===== src/rtl/qpmm_final_reduce.sv =====
// qpmm_final_reduce: final reduction stage of the QPMM Montgomery multiplier.
// Takes a redundant LIMB_W*N_LIMBS-bit product (< (PASSES+1)*MOD) and returns
// the canonical residue in [0,MOD). Works limb-serially, one limb per cycle,
// with a conditional subtraction of MOD on each pass.
// Optional feature macro: QPMM_FINAL_REDUCE_EARLY_EXIT_EN
//   undefined (default): always PASSES passes, constant-time.
//   defined: stop after the first pass whose subtraction borrows (not constant-time).
module qpmm_final_reduce #(
    parameter int LIMB_W  = 16,
    parameter int N_LIMBS = 17,
    parameter logic [LIMB_W*N_LIMBS-1:0] MOD =
        (LIMB_W*N_LIMBS)'(256'h2523648240000001ba344d80000000086121000000000013a700000000000013),
    parameter int PASSES  = 3
) (
    input  logic                        clk,
    input  logic                        rst_n,
    input  logic                        in_valid,
    output logic                        in_ready,
    input  logic [LIMB_W*N_LIMBS-1:0]   in_data,
    output logic                        out_valid,
    input  logic                        out_ready,
    output logic [LIMB_W*N_LIMBS-1:0]   out_data,
    output logic                        busy
);

    localparam int W  = LIMB_W * N_LIMBS;
    localparam int IW = (N_LIMBS > 1) ? $clog2(N_LIMBS) : 1;
    localparam int PW = (PASSES > 1) ? $clog2(PASSES) : 1;

    localparam logic [IW-1:0] IDX_LAST  = IW'(N_LIMBS - 1);
    localparam logic [PW-1:0] PASS_LAST = PW'(PASSES - 1);

    localparam logic [1:0] IDLE = 2'd0;
    localparam logic [1:0] SUB  = 2'd1;
    localparam logic [1:0] DONE = 2'd2;

    logic [1:0]        state;
    logic [W-1:0]      acc;
    logic [W-1:0]      diff;
    logic [IW-1:0]     idx;
    logic [PW-1:0]     pass;
    logic              borrow;

    logic [LIMB_W-1:0] acc_limb;
    logic [LIMB_W-1:0] mod_limb;
    logic [LIMB_W:0]   sub_res;
    logic [W-1:0]      diff_next;

    assign in_ready  = (state == IDLE);
    assign busy      = (state != IDLE);
    assign out_valid = (state == DONE);
    assign out_data  = acc;

    // One limb of acc - MOD - borrow; diff_next is diff with the current limb updated.
    always_comb begin
        acc_limb  = acc[int'(idx)*LIMB_W +: LIMB_W];
        mod_limb  = MOD[int'(idx)*LIMB_W +: LIMB_W];
        sub_res   = {1'b0, acc_limb} - {1'b0, mod_limb} - (LIMB_W+1)'(borrow);
        diff_next = diff;
        diff_next[int'(idx)*LIMB_W +: LIMB_W] = sub_res[LIMB_W-1:0];
    end

    // Control FSM and datapath registers; acc is replaced by diff only at pass end without borrow.
    always_ff @(posedge clk or negedge rst_n) begin
        if (!rst_n) begin
            state  <= IDLE;
            acc    <= '0;
            diff   <= '0;
            idx    <= '0;
            pass   <= '0;
            borrow <= 1'b0;
        end else begin
            case (state)
                IDLE: begin
                    if (in_valid) begin
                        acc    <= in_data;
                        idx    <= '0;
                        pass   <= '0;
                        borrow <= 1'b0;
                        state  <= SUB;
                    end
                end
                SUB: begin
                    diff <= diff_next;
                    if (idx == IDX_LAST) begin
                        if (!sub_res[LIMB_W]) begin
                            acc <= diff_next;
                        end
                        idx    <= '0;
                        borrow <= 1'b0;
                        pass   <= pass + PW'(1);
`ifdef QPMM_FINAL_REDUCE_EARLY_EXIT_EN
                        if ((pass == PASS_LAST) || sub_res[LIMB_W]) begin
                            state <= DONE;
                        end
`else
                        if (pass == PASS_LAST) begin
                            state <= DONE;
                        end
`endif
                    end else begin
                        idx    <= idx + IW'(1);
                        borrow <= sub_res[LIMB_W];
                    end
                end
                DONE: begin
                    if (out_ready) begin
                        state <= IDLE;
                    end
                end
                default: state <= IDLE;
            endcase
        end
    end

endmodule


===== config.mk =====
export PLATFORM = sky130hd
export DESIGN_NAME = qpmm_final_reduce
export DESIGN_NICKNAME = d
export VERILOG_FILES = /design/src/rtl/qpmm_final_reduce.sv
export SDC_FILE = /design/constraint.sdc
export NUM_CORES = 1
export LEC_CHECK = 0
export ABC_CLOCK_PERIOD_IN_PS = 5150
export BUFFER_PORTS_ARGS = -buffer_cell sky130_fd_sc_hd__buf_2
export CORE_UTILIZATION = 35
export CTS_CLUSTER_SIZE = 12
export DETAILED_ROUTE_END_ITERATION = 10
export PLACE_DENSITY = 0.67
export SYNTH_ARGS = -nofsm -noshare
export SYNTH_HDL_FRONTEND = slang
export SYNTH_SLANG_ARGS = --single-unit
export TNS_END_PERCENT = 30

===== constraint.sdc =====
create_clock -name clk -period 5.15 [get_ports clk]
set_input_delay 1.03 -clock clk [delete_from_list [all_inputs] [get_ports clk]]
set_output_delay 1.03 -clock clk [all_outputs]
set_load 0.1 [all_outputs]

==> results of run 1 <==
[logic make-up (layout without fill, tap and decap cells)]
logic type | Yosys count | count (layout) | share of synthesized area (%)
AOI/OAI and AO/OA | 1099 | 1099 | 23.24
buffers and inverters | 299 | 859 | 4.254
muxes | 124 | 124 | 7.187
and+or+nand+nor | 958 | 958 | 13.94
xor gates and xnor gates | 15 | 15 | 0.5451
DFF | 554 | 554 | 49.10
adders and majority gates | 38 | 38 | 1.737
other | 0 | 3 | 0
[worst reg2reg max path: stages, from the launching register on]
cell,delay [ns]
dfrtp_4,0.51
buf_12,0.22
buf_4,0.21
mux4_2,0.57
mux2i_1,0.18
o22ai_1,0.10
a21oi_1,0.14
buf_4,0.16
ha_1,0.23
inv_1,0.07
ha_1,0.24
buf_4,0.17
a21oi_1,0.11
o21ai_0,0.16
a211oi_4,0.40
buf_4,0.19
a211o_1,0.16
nand3_4,0.18
buf_12,0.21
buf_12,0.17
nor3_1,0.35
nor3b_1,0.09
[flip-flops by register name (all words and copies together) (netlist names)]
signal	flops
borrow	1
diff	272
idx	5
out_data	272
pass	2
state	2
[through the flow]
stage | std cells | setup slack (ns) | setup TNS (ns) | cell area (um2) | hold WS, ns
2_1_floorplan | 3087 | 0.02964 | 0 | 28240 | 0.4484
3_3_place_gp | 4581 | 0.01014 | 0 | 32730 | 0.4587
3_5_place_dp | 4581 | -0.07589 | -0.2605 | 32730 | 0.4698
4_1_cts | 4687 | 0.02877 | 0 | 34650 | 0.4829
5_1_grt | 4700 | 0.02992 | 0 | 34840 | 0.5004
6_report | 4700 | 0.2088 | 0 | 34840 | 0.4779
[layer usage]
metal	up-vias	GRT usage, %	share of wire [%]
li1	12110	-	-
met1	13610	39.91	41
met2	1428	45.24	46
met3	329	5.311	8.3
met4	10	13.53	5.1
met5	-	0	0.054
[cell usage in the layout (no fill, tap or decap), types with 5 or more instances in the layout]
| cell | n |
|---|---|
| clkinv_2 | 8 |
| o221ai_1 | 15 |
| or3_1 | 16 |
| o32ai_1 | 17 |
| clkbuf_1 | 17 |
| nor2_1 | 85 |
| nand2_1 | 689 |
| nand3_1 | 62 |
| and3_1 | 6 |
| o211ai_1 | 117 |
| nor2b_1 | 9 |
| a211oi_1 | 41 |
| mux2i_1 | 54 |
| ha_1 | 35 |
| or2_2 | 5 |
| mux2_2 | 7 |
| o21ai_1 | 21 |
| o31ai_1 | 16 |
| a31oi_1 | 19 |
| o21ai_0 | 558 |
| o21a_1 | 13 |
| a21oi_1 | 140 |
| a221o_1 | 12 |
| inv_1 | 34 |
| buf_12 | 23 |
| clkbuf_8 | 11 |
| clkbuf_16 | 60 |
| buf_4 | 146 |
| nand2b_1 | 10 |
| o31ai_2 | 8 |
| and2_1 | 7 |
| dfrtp_1 | 552 |
| mux4_2 | 62 |
| nor3_1 | 47 |
| o22ai_1 | 72 |
| xnor2_1 | 5 |
| a22o_1 | 12 |
| buf_2 | 549 |
[worst max-delay path by stage]
| stage | from | to | slack (ns) |
|---|---|---|---|
| after detailed placement | idx[0] | out_data[271] | -0.08 |
| after global placement | idx[0] | out_data[9] | 0.01 |
| after floorplan | idx[0] | out_data[79] | 0.03 |
| final | idx[0] | out_data[117] | 0.21 |
| after CTS | idx[0] | out_data[213] | 0.03 |
| after global routing | idx[0] | out_data[199] | 0.03 |
[layout make-up]
type                    instances  area share [%]
flip-flops and latches        554           39.81
well taps                    1050           3.771
repair buffers                721           12.47
inverters                      36          0.3879
multi-input cells            2234           38.14
diodes                          3         0.02155
clock inverters                14          0.4705
clock buffers                  88           4.927
[timing repair]
| action | in CTS | in global routing |
|---|---|---|
| endpoints found under the hold margin | 0 | 0 |
| pin swaps | 1 | 3 |
| endpoints found under the setup margin | 34 | 165 |
| resized for setup | 0 | 13 |
| buffers inserted | 4 | 10 |
==> flow_metrics.env, run 1 <==
export IMPL_netlist_top_cells_area="dfrtp_1 49%, o21ai_0 9.9%, nand2_1 9.2%"
export IMPL_timing_hold_worst_class="reg2reg"
export IMPL_timing_critical_path_from_type="flop"
export IMPL_ys_seq_elements=554
export IMPL_finalSetupViolations=0
export IMPL_netlist_instances=3087
export IMPL_run_status="completed"
export IMPL_cp_end_kind="flop"
export IMPL_layout_area_overhead_vs_synth_pct=23.39
export IMPL_fin_crit_ns=4.941
export IMPL_final_layout_size_suffix_gt1_share_pct=25.34
export IMPL_mappedNetlistArea_um2=28240
export IMPL_synthDominantAreaCellType="dfrtp_1"
export IMPL_hpwl_um=91430
export IMPL_grt_pass1_vias=26040
export IMPL_synth_edf_count=0
export IMPL_viasPerCell=5.848
export IMPL_worstPathBufferInverterCount=8
export IMPL_yosys_cell_count_top_type="nand2_1"
export IMPL_critical_path_required_ns=5.65
export IMPL_unrepaired_setup_endpoints_after_global_routing="false"
export IMPL_die_w_um=286.0
export IMPL_wl_per_cell_um=26.14
export IMPL_slew_headroom_pct=17.23
export IMPL_syn_nets=3401
export IMPL_gr_total_overflow=0
export IMPL_hold_end="diff[179]"
export IMPL_crit_path_cell_chain="buf_12 -> buf_4 -> mux4_2 -> mux2i_1 -> o22ai_1 -> a21oi_1 -> buf_4 -> ha_1 -> inv_1 -> ha_1 -> buf_4 -> a21oi_1 -> o21ai_0 -> a211oi_4 -> buf_4 -> a211o_1 -> nand3_4 -> buf_12 -> buf_12 -> nor3_1 -> nor3b_1"
export IMPL_timing_setup_critical_path_class="reg2reg"
export IMPL_worst_path_clk_slew_ns=0.06
export IMPL_clock_skew_ns=0.02768
export IMPL_tightest_slew_ns=1.239
export IMPL_largest_fanout_on_the_critical_path=78
export IMPL_largest_net_degree_at_the_start_of_global_routing=108
export IMPL_netlist_area_leader_share_pct=49.10
export IMPL_regToRegEndpoint="out_data[117]"
export IMPL_fin_crit_sh_pct=95.95
export IMPL_source_to_sink_clock_delay_at_the_later_pin_of_the_worst_skew_pair_ns=0.64
export IMPL_critPathArrivalTime_ns=5.45
export IMPL_totalWireLength_um=122900
export IMPL_timing_critical_path_max_delay_family="buffers and inverters"
export IMPL_cts_root_buf="clkbuf_16"
export IMPL_finish_net_count=3920
export IMPL_antenna_found_initial=9
export IMPL_timing_critical_path_slowest_cell_delay_ns=0.57
export IMPL_hold_buffers=0
export IMPL_detailedRoute_firstPassIterationCount=5
export IMPL_seq_area_um2=13870
export IMPL_design_core_area_um2=79390
export IMPL_timing_reg2reg_worst_path_depth=21
export IMPL_vias=27480
export IMPL_initial_core_util_pct=35.57
export IMPL_grt_total_usage_pct=29.30
export IMPL_count_of_max_cap_constraint_violations=0
export IMPL_critical_path_cell_count=21
export IMPL_tritoncts="built"
export IMPL_layout_core_utilization_pct=43.89
export IMPL_post_route_drc_count=0
export IMPL_report_final_slew_viol_count=0
export IMPL_postRouteAntennaNets=0
export IMPL_area_taken_by_multi_input_logic_gates_um2=13290
export IMPL_numClockSinks=554
export IMPL_io_pin_count=551
export IMPL_postSynth_topFlopCell="dfrtp_1"
export IMPL_crit_path_frequent_cell="buf_4"
export IMPL_buffer_ports_inserted=550
export IMPL_ys_top_cells_by_count="691 x nand2_1, 558 x o21ai_0, 554 x dfrtp_1"
export IMPL_place_congestion=0.9518
export IMPL_num_fill_cells=7873
export IMPL_hold_path_cell_count=2
export IMPL_share_of_async_settable_or_async_resettable_flops_after_synthesis_pct=100.0
export IMPL_synthDistinctLibCells=73
export IMPL_syn_avg_cell_area_um2=9.147
export IMPL_die_area_um2=81810
export IMPL_clock_fmax_mhz=202.4
export IMPL_num_rows=103
export IMPL_ys_warnings_count=0
export IMPL_cts_buffers=59
export IMPL_worst_r2r_startpoint="idx[0]"
export IMPL_synth_seq_area_share_pct=49.10
export IMPL_dieHeight_um=286.0
export IMPL_hold_path_startpoint="diff[179]"
export IMPL_cts_path_max_buffers=3
export IMPL_ctsHtreeMaxLevel=2
export IMPL_ff2ff_setup_slack_ns=0.21
export IMPL_detailedRoute_firstIterationViolations=3201
export IMPL_grt_first_pass_wirelength_um=177600
export IMPL_timing_final_hold_violations=0
export IMPL_worst_path_max_delay_cell="mux4_2"
Power of run 1 is left out: the tool's default activity adds up to more than one toggle a clock period on the data nets, which glitch-free logic cannot reach.
==> run 2, diff against run 1 <==
Settings changed: ABC_CLOCK_PERIOD_IN_PS 5150 to default, CAP_MARGIN from default to 15, CELL_PAD_IN_SITES_DETAIL_PLACEMENT from default to 0, CELL_PAD_IN_SITES_GLOBAL_PLACEMENT from default to 1, PLACE_DENSITY 0.67 to 0.81.
==> flow_metrics.env, run 2 (synthesis results as in run 1) <==
export IMPL_run_status="completed"
export IMPL_cp_end_kind="flop"
export IMPL_timing_reg2reg_worst_path_depth=19
export IMPL_setup_tns_final_ns=0
export IMPL_hold_buffers=0
export IMPL_grt_first_pass_wirelength_um=179800
export IMPL_io_pin_count=551
export IMPL_antenna_found_initial=10
export IMPL_worst_path_clk_slew_ns=0.06
export IMPL_tightest_slew_ns=1.214
export IMPL_layout_core_utilization_pct=44.81
export IMPL_hpwl_um=92870
export IMPL_largest_fanout_on_the_critical_path=26
export IMPL_slew_headroom_pct=19.08
export IMPL_grt_pass1_vias=26290
export IMPL_fin_crit_ns=4.912
export IMPL_count_of_max_cap_constraint_violations=0
export IMPL_met2_usage_pct=46.46
export IMPL_fin_crit_sh_pct=95.38
export IMPL_postRouteAntennaNets=0
export IMPL_critical_path_required_ns=5.60
export IMPL_timing_final_hold_violations=0
export IMPL_timing_hold_worst_class="in2async"
export IMPL_tritoncts="built"
export IMPL_numClockSinks=554
export IMPL_clock_fmax_mhz=203.6
export IMPL_report_final_slew_viol_count=0
export IMPL_globalRouteMet3Util_pct=6.882
export IMPL_mostFrequentLayoutCell="nand2_1"
export IMPL_cts_root_buf="clkbuf_16"
export IMPL_global_route_peak_usage_layer="met2"
export IMPL_area_taken_by_multi_input_logic_gates_um2=13250
export IMPL_num_rows=103
export IMPL_layout_area_overhead_vs_synth_pct=25.97
export IMPL_die_area_um2=81810
export IMPL_detailedRoute_firstIterationViolations=2877
export IMPL_mostFrequentLayoutCells="689 x nand2_1, 558 x o21ai_0, 552 x dfrtp_1"
export IMPL_die_w_um=286.0
export IMPL_initial_core_util_pct=35.57
export IMPL_gr_total_overflow=0
export IMPL_source_to_sink_clock_delay_at_the_later_pin_of_the_worst_skew_pair_ns=0.61
export IMPL_finish_net_count=3960
export IMPL_final_layout_size_suffix_gt1_share_pct=26.31
export IMPL_buffer_ports_inserted=550
export IMPL_num_fill_cells=7882
export IMPL_ctsHtreeMaxLevel=3
export IMPL_seq_area_um2=13870
export IMPL_post_route_drc_count=0
export IMPL_met1_usage_pct=39.93
export IMPL_timing_setup_critical_path_class="reg2reg"
export IMPL_finalSetupViolations=0
export IMPL_design_core_area_um2=79390
export IMPL_totalWireLength_um=124700
export IMPL_critPathArrivalTime_ns=5.36
export IMPL_cts_buffers=66
export IMPL_largest_net_degree_at_the_start_of_global_routing=129
export IMPL_detailedRoute_firstPassIterationCount=6
export IMPL_timing_critical_path_from_type="flop"
export IMPL_place_congestion=0.9515
export IMPL_dieHeight_um=286.0
export IMPL_viasPerCell=5.809
export IMPL_cts_path_max_buffers=3
export IMPL_unrepaired_setup_endpoints_after_global_routing="false"
export IMPL_wl_per_cell_um=26.26
export IMPL_grt_total_usage_pct=29.91
export IMPL_clock_skew_ns=0.02532
export IMPL_vias=27580
[run 2: cell types whose count changed in the layout (fill, tap and decap cells not counted), moves of 2 or more]
| cell | before | now |
|---|---|---|
| a21oi_1 | 140 | 142 |
| buf_12 | 23 | 37 |
| buf_4 | 146 | 166 |
| bufinv_16 | 3 | 5 |
| clkbuf_1 | 17 | 10 |
| clkbuf_16 | 60 | 68 |
| clkbuf_8 | 11 | 14 |
| clkinv_2 | 8 | 13 |
| inv_6 | 1 | 3 |
| xnor2_1 | 5 | 7 |
| xnor2_2 | 4 | 2 |
[run 2: final cells by class]
cell class / count / share of cell area (%)
diodes: 4 / 0.02814
clock buffers: 92 / 5.431
well taps: 1050 / 3.694
multi-input cells: 2234 / 37.24
inverters: 36 / 0.3799
clock inverters: 24 / 0.8020
repair buffers: 754 / 13.43
flip-flops and latches: 554 / 39.00
[run 2: worst paths after layout]
check	start	slack (ns)	endpoint
worst max-delay path	idx[0]	0.24	out_data[99]
worst min-delay path	rst_n	0.47	diff[100]
worst max register to register	idx[0]	0.24	out_data[99]
worst min register to register	diff[61]	0.48	diff[61]
max in group asynchronous	rst_n	3.35	diff[11]
min in group clk	diff[61]	0.48	diff[61]
[run 2: critical path, stage by stage (launching register included)]
cell	delay, ns
dfrtp_4	0.48
buf_12	0.22
buf_4	0.20
mux4_2	0.50
mux2i_1	0.15
o22ai_1	0.14
a21oi_1	0.27
ha_1	0.29
inv_1	0.06
ha_1	0.27
nor3_1	0.13
a2111oi_4	0.46
a211oi_2	0.17
a21oi_2	0.22
buf_4	0.16
mux2i_4	0.31
buf_12	0.24
buf_12	0.15
buf_4	0.16
o221ai_1	0.12
[run 2: timing repair]
action,CTS,global route
hold endpoints to repair,0,0
buffers inserted,0,1
gates resized for setup,0,2
endpoints found under the setup margin,0,134
[run 2: metrics by stage]
step | setup WS (ns) | area [um2] | instances | hold slack [ns]
after CTS | 0.06579 | 35520 | 4742 | 0.4817
after global routing | 0.02750 | 35560 | 4746 | 0.5006
after global placement | 0.1867 | 33300 | 4626 | 0.4602
after floorplan | 0.02964 | 28240 | 3087 | 0.4484
after detailed placement | 0.1131 | 33300 | 4626 | 0.4670
final | 0.2378 | 35570 | 4748 | 0.4722
[run 2: per-layer routing]
layer | vias to the layer above | wire length, um
met3 | 283 | 11520
met2 | 1409 | 57410
met4 | 8 | 5675
met5 | - | 57
met1 | 13660 | 50030
li1 | 12220 | -
Power of run 2 is left out for the same reason.
